<file path="config.mk">
export PLATFORM = sky130hd
export DESIGN_NAME = vga_grid_capture
export DESIGN_NICKNAME = d
export VERILOG_FILES = /design/src/rtl/vga_grid_capture_pkg.sv /design/src/rtl/vga_grid_capture_color.sv /design/src/rtl/vga_grid_capture.sv
export SDC_FILE = /design/constraint.sdc
export NUM_CORES = 1
export LEC_CHECK = 0
export CAP_MARGIN = 30
export CORE_MARGIN = 2
export CORE_UTILIZATION = 26
export CTS_CLUSTER_DIAMETER = 100
export CTS_CLUSTER_SIZE = 10
export DETAILED_ROUTE_END_ITERATION = 12
export PLACE_DENSITY = 0.52
export SYNTH_ARGS = -nofsm -noshare
export SYNTH_HDL_FRONTEND = slang
export SYNTH_SLANG_ARGS = --single-unit
</file>
<file path="constraint.sdc">
create_clock -name Clock -period 3.9 [get_ports Clock]
set_input_delay 0.39 -clock Clock [delete_from_list [all_inputs] [get_ports Clock]]
set_output_delay 0.39 -clock Clock [all_outputs]
set_load 0.05 [all_outputs]
</file>
<file path="src/rtl/vga_grid_capture_pkg.sv">
`default_nettype none
// ============================================================================
// Module      : vga_grid_capture_pkg
// Description : Shared game-grid geometry, block codes, colour values and the
//               lock-FSM state type used by the VGA grid capture block.
//               The display controller encodes with the same constants, so
//               capture and generation stay in step.
// Revision    : 1.0 - initial release
// ============================================================================
package vga_grid_capture_pkg;

    // Grid geometry (blocks and pixels per block)
    localparam int BITS_PER_BLOCK = 2;
    localparam int GRID_WIDTH     = 8;
    localparam int GRID_HEIGHT    = 6;
    localparam int BLOCK_WIDTH    = 4;
    localparam int BLOCK_HEIGHT   = 2;
    localparam int NUM_BLOCKS     = GRID_WIDTH * GRID_HEIGHT;
    localparam int BLOCKS_W       = BITS_PER_BLOCK * NUM_BLOCKS;

    // Block codes
    localparam logic [BITS_PER_BLOCK-1:0] BLOCK_EMPTY = 2'd0;
    localparam logic [BITS_PER_BLOCK-1:0] BLOCK_SNAKE = 2'd1;
    localparam logic [BITS_PER_BLOCK-1:0] BLOCK_FOOD  = 2'd2;
    localparam logic [BITS_PER_BLOCK-1:0] BLOCK_WALL  = 2'd3;

    // 8-bit RRRGGGBB colours emitted by the display controller
    localparam logic [7:0] COLOR_EMPTY = 8'h00;
    localparam logic [7:0] COLOR_SNAKE = 8'h1C;
    localparam logic [7:0] COLOR_FOOD  = 8'hE0;
    localparam logic [7:0] COLOR_WALL  = 8'h92;

    // Pixel/line counters
    localparam int                CNT_W   = 10;
    localparam logic [CNT_W-1:0]  CNT_MAX = '1;

    typedef enum logic [1:0] {
        ST_UNLOCKED = 2'd0,
        ST_CHECK    = 2'd1,
        ST_LOCKED   = 2'd2
    } lock_state_t;

endpackage
`default_nettype wire

</file>
<file path="src/rtl/vga_grid_capture_color.sv">
`default_nettype none
// ============================================================================
// Module      : vga_color_decode
// Description : Combinational colour-to-block lookup.
//               i_rgb   : 8-bit pixel colour
//               o_code  : block code (BLOCK_EMPTY when colour is unknown)
//               o_valid : 1 when i_rgb matches one of the known colours
// Revision    : 1.0 - initial release
// ============================================================================
module vga_color_decode
    import vga_grid_capture_pkg::*;
(
    input  logic [7:0]                i_rgb,
    output logic [BITS_PER_BLOCK-1:0] o_code,
    output logic                      o_valid
);

    always_comb begin
        o_code  = BLOCK_EMPTY;
        o_valid = 1'b1;
        case (i_rgb)
            COLOR_EMPTY: o_code = BLOCK_EMPTY;
            COLOR_SNAKE: o_code = BLOCK_SNAKE;
            COLOR_FOOD:  o_code = BLOCK_FOOD;
            COLOR_WALL:  o_code = BLOCK_WALL;
            default:     o_valid = 1'b0;
        endcase
    end

endmodule
`default_nettype wire

</file>
<file path="src/rtl/vga_grid_capture.sv">
`default_nettype none
// ============================================================================
// Module      : vga_grid_capture
// Description : Recovers the game grid from a looped-back VGA stream.
//               Locks onto line/frame timing, samples the centre pixel of
//               every block and publishes a whole grid once per locked frame.
// Ports       : Clock      - pixel clock, rising edge
//               ResetN     - synchronous active-low reset
//               RGB        - pixel colour
//               HSync      - horizontal sync, active low
//               VSync      - vertical sync, active low
//               Blocks     - published grid, block (r,c) at bits 2*(r*W+c)+{0,1}
//               Locked     - timing lock achieved
//               FrameDone  - one-cycle pulse when Blocks is updated
//               ColorError - published frame held an unrecognised colour
// Revision    : 1.0 - initial release
// ============================================================================
module vga_grid_capture
    import vga_grid_capture_pkg::*;
#(
    parameter int H_PIXELS    = 800,
    parameter int V_LINES     = 521,
    parameter int H_BP        = 144,
    parameter int V_BP        = 31,
    parameter int LOCK_FRAMES = 2
) (
    input  logic                Clock,
    input  logic                ResetN,
    input  logic [7:0]          RGB,
    input  logic                HSync,
    input  logic                VSync,
    output logic [0:BLOCKS_W-1] Blocks,
    output logic                Locked,
    output logic                FrameDone,
    output logic                ColorError
);

    // Input registers and edge history
    logic [7:0]       r_rgb;
    logic             r_hs, r_vs, r_hs_d, r_vs_d;
    logic [CNT_W-1:0] r_hcnt, r_vcnt;
    logic             r_frame_err;
    logic [BITS_PER_BLOCK-1:0] r_shadow [NUM_BLOCKS];
    lock_state_t      r_state;
    logic [CNT_W-1:0] r_good_cnt;

    logic                      w_hs_fall, w_vs_fall;
    logic [CNT_W-1:0]          w_hcnt, w_vcnt;
    logic                      w_line_bad, w_frame_bad;
    logic [GRID_WIDTH-1:0]     w_col_hit;
    logic [GRID_HEIGHT-1:0]    w_row_hit;
    logic                      w_sample_hit;
    logic [BITS_PER_BLOCK-1:0] w_code;
    logic                      w_valid;

    assign w_hs_fall = r_hs_d & ~r_hs;
    assign w_vs_fall = r_vs_d & ~r_vs;

    // w_hcnt/w_vcnt give the transmitter column/line of the sample now in
    // r_rgb; r_hcnt/r_vcnt hold the previous sample's position, which is the
    // "pre-clear" value used for the line and frame length checks.
    assign w_hcnt = w_hs_fall ? '0 :
                    (r_hcnt == CNT_MAX) ? r_hcnt : r_hcnt + CNT_W'(1);
    assign w_vcnt = !w_hs_fall ? r_vcnt :
                    w_vs_fall ? '0 :
                    (r_vcnt == CNT_MAX) ? r_vcnt : r_vcnt + CNT_W'(1);

    assign w_line_bad  = w_hs_fall & (r_hcnt != CNT_W'(H_PIXELS - 1));
    assign w_frame_bad = w_vs_fall & (r_vcnt != CNT_W'(V_LINES - 1));

    // Block-centre detection, rows and columns independently
    always_comb begin
        w_col_hit = '0;
        w_row_hit = '0;
        for (int c = 0; c < GRID_WIDTH; c++)
            w_col_hit[c] = (w_hcnt == CNT_W'(H_BP + c * BLOCK_WIDTH + BLOCK_WIDTH / 2));
        for (int r = 0; r < GRID_HEIGHT; r++)
            w_row_hit[r] = (w_vcnt == CNT_W'(V_BP + r * BLOCK_HEIGHT + BLOCK_HEIGHT / 2));
    end

    assign w_sample_hit = (|w_col_hit) & (|w_row_hit);

    vga_color_decode u_color_decode (
        .i_rgb   (r_rgb),
        .o_code  (w_code),
        .o_valid (w_valid)
    );

    // Input capture, counters, shadow grid and per-frame colour error
    always_ff @(posedge Clock) begin
        if (!ResetN) begin
            r_rgb       <= '0;
            r_hs        <= 1'b1;
            r_vs        <= 1'b1;
            r_hs_d      <= 1'b1;
            r_vs_d      <= 1'b1;
            r_hcnt      <= '0;
            r_vcnt      <= '0;
            r_frame_err <= 1'b0;
            for (int i = 0; i < NUM_BLOCKS; i++)
                r_shadow[i] <= BLOCK_EMPTY;
        end else begin
            r_rgb  <= RGB;
            r_hs   <= HSync;
            r_vs   <= VSync;
            r_hs_d <= r_hs;
            r_vs_d <= r_vs;
            r_hcnt <= w_hcnt;
            r_vcnt <= w_vcnt;
            // Flag restarts at each frame boundary; its pre-clear value is
            // what gets published alongside the grid.
            r_frame_err <= w_vs_fall ? 1'b0 : (r_frame_err | (w_sample_hit & ~w_valid));
            for (int r = 0; r < GRID_HEIGHT; r++)
                for (int c = 0; c < GRID_WIDTH; c++)
                    if (w_row_hit[r] && w_col_hit[c])
                        r_shadow[r * GRID_WIDTH + c] <= w_code;
        end
    end

    // Lock FSM and published outputs
    always_ff @(posedge Clock) begin
        if (!ResetN) begin
            r_state    <= ST_UNLOCKED;
            r_good_cnt <= '0;
            Locked     <= 1'b0;
            FrameDone  <= 1'b0;
            ColorError <= 1'b0;
            Blocks     <= '0;
        end else begin
            FrameDone <= 1'b0;
            case (r_state)
                ST_UNLOCKED: begin
                    if (w_vs_fall) begin
                        r_state    <= ST_CHECK;
                        r_good_cnt <= '0;
                    end
                end
                ST_CHECK: begin
                    if (w_line_bad || w_frame_bad) begin
                        r_state <= ST_UNLOCKED;
                    end else if (w_vs_fall) begin
                        if (r_good_cnt == CNT_W'(LOCK_FRAMES - 1)) begin
                            r_state <= ST_LOCKED;
                            Locked  <= 1'b1;
                        end else begin
                            r_good_cnt <= r_good_cnt + CNT_W'(1);
                        end
                    end
                end
                ST_LOCKED: begin
                    if (w_line_bad || w_frame_bad) begin
                        r_state <= ST_UNLOCKED;
                        Locked  <= 1'b0;
                    end else if (w_vs_fall) begin
                        // The frame that just ended was fully sampled while locked
                        for (int i = 0; i < NUM_BLOCKS; i++)
                            for (int b = 0; b < BITS_PER_BLOCK; b++)
                                Blocks[BITS_PER_BLOCK * i + b] <= r_shadow[i][b];
                        ColorError <= r_frame_err;
                        FrameDone  <= 1'b1;
                    end
                end
                default: begin
                    r_state <= ST_UNLOCKED;
                    Locked  <= 1'b0;
                end
            endcase
        end
    end

endmodule
`default_nettype wire
</file>
* Word level (Yosys, flattened, before mapping) *
Memory sizes are Yosys's and may differ from the RTL's. A register that Yosys moved wholly into a read port is not among the register bits.
Cells that the tools add are included.

storage, ports and cells
  input bits = 12
  flip-flop bits (word level) = 48
  memories kept = 1
  memory bits (writable) = 96

operators by class
  multiplexer cells = 217
  eq/ne operators = 32
  bitwise gates (word level) = 62
  reduce and logical (&&, ||, !) cells = 109
  $add $sub $neg = 3

memories
  name      words  width  read ports  clocked after Yosys merged registers in  wr ports  line                    RTL
  r_shadow  48     2      48          48                                       48        vga_grid_capture.sv:43  logic [BITS_PER_BLOCK-1:0] r_shadow [NUM_BLOCKS];

operator list
  cell                     number
  $mux W1                  151
  $mux W2                  53
  $mux W10                 9
  $eq A10 B8 Y1 const B    8
  $eq A10 B6 Y1 const B    6
  $or A1 B1 Y1             49
  $logic_and A1 B1 Y1      48
  $logic_not A1 Y1         48
  $add A10 B1 Y10 const B  3
  $eq A10 B10 Y1 const B   2
  $ne A10 B10 Y1 const B   2
  $pmux W10 S2             1
  $eq A8 B8 Y1 const B     2
  $ne A2 B2 Y1 const B     6
  $pmux W2 S3              2
  $eq A10 B1 Y1 const B    1
  $reduce_and A5 Y1        2
  $eq A8 B5 Y1 const B     1
  $logic_not A8 Y1         1
  $reduce_or A8 Y1         1
  $not A1 Y1               7
  $and A1 B1 Y1            6
  $ne A3 B3 Y1 const B     2
  $reduce_or A6 Y1         1
  other kinds (11)         11

* Logic depth before layout (Yosys ltp) *
Gate-level depths: netlist of run 1.

  depth after elaboration = 10
  depth in mapped cells = 12
  depth with buffers taken out = 8

* Modules after synthesis *
A second synthesis of run 1 with hierarchy kept.

second synthesis, totals
  cell total of the unflattened synthesis = 1049
  area, all modules = 10087.2 um^2

modules (own cells, without submodules)
  module            cells an instance  area each (um^2)  instances  sequential area each (um^2)
  vga_grid_capture  1034               9983.3            1          5765.5
  vga_color_decode  15                 103.8             1          0.0

* Worst setup path before layout of run 1 *
No wires, ideal clock.

  path type = flip-flop to flip-flop
  start point = reg r_vcnt[1]
  end point = mem r_shadow[24][0], enable pin
  data arrival time = 2.426 ns
  cell stages (with the launch flop) = 9
  buffers on the path = 1
  path slack = 1.146 ns
  library setup time = 0.327 ns
  clock period less this slack = 2.754 ns
  cell sequence = dfxtp_1 > ha_1 > nand4_1 > o311ai_0 > or3_1 > a31oi_1 > nand4_1 > clkbuf_1 > o21ai_0

RTL lines
  element                 line                     RTL
  start, declared         vga_grid_capture.sv:41   logic [CNT_W-1:0] r_hcnt, r_vcnt;
  start signal, assigned  vga_grid_capture.sv:109  r_vcnt <= w_vcnt;
  end, declared           vga_grid_capture.sv:43

==> results.tsv, run 1 <==
metric	value	unit
CTS Root Cell	clkbuf_16	
Congestion Overflow GR	0	
Die H	196.9	um
max_cap viols	0	
vias per std cell	4.853	
initial core utilization	26.42	%
TritonCTS clock tree	done	
P&R area growth vs syn	25.10	%
CTS HTree Levels	1	
DRT iter0 DRCs	453	
Routed Antenna Nets	0	
area share of the leading cell type in the synthesized netlist	29.81	%
Final setup viols	0	
total core area	0.03661	mm^2
layout net count	1123	
Distinct cells, synth	56	
worst-skew pair later-pin latency	0.56	ns
period utilization	83.91	%
top_reg_cell synth	dfxtp_1	
worst path required time	4.12	ns
Final Critical Period	3.273	ns
Hold Buf Count CTS	0	
initial antenna violation count	0	
RSZ-0062 raised after global routing	false	
n_diodes	0	
Internal	4.089	mW
Slew headroom	44.25	%
sequential area share after synthesis	59.61	%
Slew Viols, Final	0	
CTS buffer count	28	
Mapped Nets	1036	
status	complete, no violations	
switching component of the power	1.161	mW
die footprint	0.03876	mm^2
leak pwr	3.754	nW
cell with the most instances after synthesis	nand2_1	
crit path DAT	3.49	ns
DR pass1 iterations	6	
vias in the first global route	7335	
die width	196.9	um
input/output buffers	110	
clock share of power	46.0	%
Layout fillers	3770	
final hold vios	0	
synthesized cell area	0.009672	mm^2
startpoint types	flip-flop	
post-synthesis async set-or-reset flop share	0	%
Mapped Avg Cell Area	9.491	um^2
Hold WC Path Type	in -> reg	
Yosys reg bits	240	
layout cells sized above 1	6.128	%
critical path class	reg -> reg	
total wire length	27600	um
total track usage	14.04	%
synth warn	0	
# DRC	0	
CTS Sinks	240	
largest net degree at the start of global routing	64	
CP endpoint kind	flip-flop	
Max clock buf depth	3	
CP max FO	14	
Sw Share	22.11	%
Setup TNS	0	ns
Gate Count Post-Synth	1019	
area leader, netlist	dfxtp_1	
post_cts resized	0	
EDFF count, synth	96	
Max Freq	305.6	MHz
share of total power in sequential cells	51.5	%
Logic pwr share	2.5	%
Pwr Total	5.250	mW
global-route wire length before repair	42860	um
Peak VDD IR	0.3369	mV
Layout Skew	0.01833	ns
measured slew at the worst slew-check pin	0.8346	ns
row count	70	
vias post-DR	7736	
top post-synthesis cells by area	dfxtp_1, edfxtp_1, nand2_1	
Ports	111	
clock-pin slew on the worst setup and hold paths	0.06	ns
Post-synth top cells	nand2_1, dfxtp_1, a21oi_1, edfxtp_1, nor3_1	
PwrDens	433.9	mW/mm^2
hpwl dp	18730	um
DR WL/cell	17.31	um
gpl congestion	0.8633	
post-CTS setup buffer count	0	
-- per-stage QoR --
stage	cells	setup WS (ns)	util, %	hold WS, ns	cell area [um^2]
global placement	1543	0.6958	30.76	0.4434	11260
global route	1594	0.2507	33.05	0.2400	12100
floorplan	1019	1.146	-	0.4322	9672
detailed placement	1544	0.6843	30.77	0.4478	11260
CTS	1594	0.6684	33.05	0.2250	12100
finish	1594	0.6273	33.05	0.2265	12100
-- sequential cells by signal, summed over array words and instances, names as in the netlist --
signal,flops
r_hs,1
r_hs_d,1
r_vs_d,1
r_state,2
FrameDone,1
r_vcnt,10
r_rgb,8
r_frame_err,1
r_shadow,96
r_vs,1
Blocks,96
r_hcnt,10
r_good_cnt,10
ColorError,1
Locked,1
-- cells in the final DEF (no fill, tap or decap), types with 5 or more instances in the layout --
master / count
o21ai_0: 59
a211oi_1: 6
nand4_1: 16
buf_4: 23
and2_1: 19
nand2b_1: 7
and4_1: 7
and3_1: 7
nor3_1: 76
clkbuf_16: 28
nand2_1: 209
nand3_1: 29
a31oi_1: 13
dfxtp_1: 144
inv_1: 9
clkbuf_1: 18
edfxtp_1: 96
nor2_1: 50
ha_1: 5
xor2_1: 8
nor4_1: 7
clkdlybuf4s50_1: 109
a21oi_1: 112
-- cell type report --
| class | count | area (um^2) | area share [%] |
|---|---|---|---|
| well taps | 468 | 585.6 | 4.840 |
| clock buffers | 48 | 795.8 | 6.577 |
| multi-input cells | 691 | 3581 | 29.60 |
| flip-flops and latches | 240 | 5766 | 47.65 |
| clock inverters | 2 | 38.79 | 0.3206 |
| inverters | 10 | 38.79 | 0.3206 |
| repair buffers | 135 | 1294 | 10.69 |
-- final timing paths --
check / slack, ns / start / end / depth (start not counted)
max: 0.63 / r_hcnt[0] / r_shadow[28][0] / 7
min: 0.23 / ResetN / r_hs_d / 2
max reg2reg: 0.63 / r_hcnt[0] / r_shadow[28][0] / 7
min reg2reg: 0.45 / Blocks[30] / Blocks[30] / 2
-- routing by layer --
| layer | routed length (um) | vias up | track usage (%) |
|---|---|---|---|
| met5 | 0 | - | 0 |
| met4 | 563 | 0 | 3.286 |
| met3 | 1618 | 37 | 2.652 |
| met2 | 11630 | 233 | 21.21 |
| met1 | 13790 | 3664 | 20.64 |
| li1 | - | 3802 | - |
-- worst max-delay path, cell delays in order, from the launching register on --
cell	delay, ns
dfxtp_1	0.39
ha_1	0.28
nand4_1	0.19
nor4_1	0.37
o21ai_0	0.24
nor4_4	0.55
nand3_1	0.46
o21ai_0	0.47
-- kinds of logic after synthesis --
group	synth area share, %
AO/OA/AOI/OAI	12.72
buffers and inverters	3.583
flip-flops	59.61
XOR/XNOR	1.087
multiplexers	0.3105
adder cells (fa/ha/maj)	0.6468
AND/OR/NAND/NOR	22.04
-- power groups by stage --
stage               Sequential, mW  Clock, mW  Combinational, mW
detailed placement            2.76          0              0.132
floorplan                     2.73          0             0.0940
finish                        2.70       2.42              0.132
global route                  2.71       2.56              0.147
CTS                           2.70       2.47              0.132
global placement              2.76          0              0.131
Note: power is estimated with default switching activity, not from simulation.
==> run 2: changes to the inputs <==
Settings changed: PLACE_DENSITY 0.52 to 0.54.
Clock period 3.9 ns to 2.7 ns, I/O delays scaled along.
==> run 2 against run 1 <==
Effect of this change:
- worst hold slack got worse by 0.15 ns
- combinational power is 77% higher
- largest power group unchanged
- sequential share of layout area down 2.5 points
- critical path type unchanged
==> results.tsv, run 2 (synthesis results as in run 1) <==
metric	value	unit	change
Slew headroom	57.50	%	+13 points
row count	70		unchanged
CP max FO	10		-4
gpl congestion	0.8159		-5.5%
met1 Use GR	19.23	%	-1.4 points
period utilization	94.95	%	+11 points
crit path DAT	2.81	ns	-0.68 ns
placed cell area	0.01181	mm^2	+4.8%
worst-skew pair later-pin latency	0.57	ns	about the same
n_diodes	0		unchanged
Final Critical Period	2.564	ns	-0.7089 ns
Layout Skew	0.03161	ns	+0.01329 ns
Layout fillers	3753		-0.45%
total wire length	27990	um	+1.4%
initial core utilization	26.42	%	unchanged
die footprint	0.03876	mm^2	unchanged
layout cells sized above 1	13.03	%	+6.9 points
final hold vios	0		unchanged
worst path required time	2.94	ns	-1.18 ns
startpoint types	flip-flop		
met2 Use GR	22.81	%	+1.6 points
vias per std cell	4.799		-1.1%
DR pass1 iterations	5		-1
Hold WC Path Type	in -> reg		
Final setup viols	0		unchanged
clock-pin slew on the worst setup and hold paths	0.06	ns	about the same
grt peak-use layer	met2		
largest registers	Blocks: 96 flops, r_shadow: 96 flops		
DR WL/cell	16.96	um	-2.0%
Ports	111		unchanged
P&R area growth vs syn	32.00	%	
Die H	196.9	um	unchanged
CTS Root Cell	clkbuf_16		
DRT iter0 DRCs	458		+1.1%
vias post-DR	7918		+2.4%
Placed Instances	1602		+3.8%
initial antenna violation count	0		unchanged
Pwr Total	7.546	mW	+44%
status	complete, no violations		
Max Freq	390.1	MHz	+28%
total track usage	14.15	%	+0.12 points
leak pwr	4.103	nW	+9.3%
Peak VDD IR	0.5205	mV	+54%
global-route wire length before repair	43330	um	+1.1%
TritonCTS clock tree	done		
final instance area	0.01277	mm^2	+5.5%
CP endpoint kind	flip-flop		
met3 Resource Use GR	2.652	%	unchanged
max_cap viols	0		unchanged
Routed Antenna Nets	0		unchanged
Congestion Overflow GR	0		unchanged
total core area	0.03661	mm^2	unchanged
measured slew at the worst slew-check pin	0.6375	ns	-0.1970 ns
largest net degree at the start of global routing	61		-4.7%
PwrDens	591.0	mW/mm^2	+36%
Slew Viols, Final	0		unchanged
hpwl dp	19660	um	+4.9%
commonest non-fill, non-tap cell in the layout	nand2_1		
layout net count	1184		+5.4%
commonest cells after routing, fill and taps aside	nand2_1, dfxtp_1, a21oi_1		
Max clock buf depth	3		unchanged
die width	196.9	um	unchanged
# DRC	0		unchanged
WHS	0.07807	ns	-0.1484 ns
CTS buffer count	28		unchanged
vias in the first global route	7598		+3.6%
CTS Sinks	240		unchanged
CTS HTree Levels	1		unchanged
input/output buffers	110		unchanged
Finished Layout Cells	1650		+3.5%
critical path class	reg -> reg		
run 2: cell type report:
cell class / count / area [um^2] / area share [%]
Sequential cell: 240 / 5768 / 45.18
Multi-Input combinational cell: 691 / 3705 / 29.02
Clock inverter: 2 / 38.79 / 0.3038
Timing Repair Buffer: 196 / 1864 / 14.60
Clock buffer: 43 / 767.0 / 6.007
Inverter: 10 / 38.79 / 0.3038
Tap cell: 468 / 585.6 / 4.586
run 2: routing by layer:
metal  vias up  part of all wire, %
li1       3926                    -
met1      3759                   46
met2       189                   47
met3        44                  5.1
met4         0                  2.6
met5         -                    0
run 2: worst paths after layout:
check | start | endpoint | slack (ns) | cells past startpoint
max | r_hcnt[1] | r_shadow[39][1] | 0.14 | 9
min | ResetN | r_vs_d | 0.08 | 2
max reg2reg | r_hcnt[1] | r_shadow[39][1] | 0.14 | 9
min reg2reg | Blocks[71] | Blocks[71] | 0.45 | 2
run 2: critical path, cell delays in order (launching register included):
cell and delay, ns:
dfxtp_1 0.33, ha_2 0.19, nand4_1 0.26, nor4_4 0.26, o21ai_2 0.12, nor4_4 0.34, buf_2 0.21, nand3_1 0.12
buf_4 0.21, o21ai_1 0.20
run 2: what timing repair did:
action | in CTS | in global routing
endpoints found under the setup margin | 6 | 138
pin swaps | 0 | 5
gates cloned | 0 | 1
resized for setup | 3 | 77
buffers inserted | 0 | 2
hold buffers | 0 | 0
run 2: per-stage QoR:
| stage | util, % | setup slack (ns) | TNS (ns) |
|---|---|---|---|
| global route | 34.87 | -0.02510 | -0.1249 |
| finish | 34.87 | 0.1362 | 0 |
| global placement | 32.24 | -0.1840 | -0.8979 |
| detailed placement | 32.25 | -0.1206 | -0.4598 |
| floorplan | - | 0.01243 | 0 |
| CTS | 34.45 | 0.01066 | 0 |
run 2: where the power goes:
| part | switching, mW | total, mW | internal, mW |
|---|---|---|---|
| Sequential | 0.0462 | 3.90 | 3.85 |
| Clock | 1.47 | 3.41 | 1.94 |
| Combinational | 0.148 | 0.233 | 0.0858 |
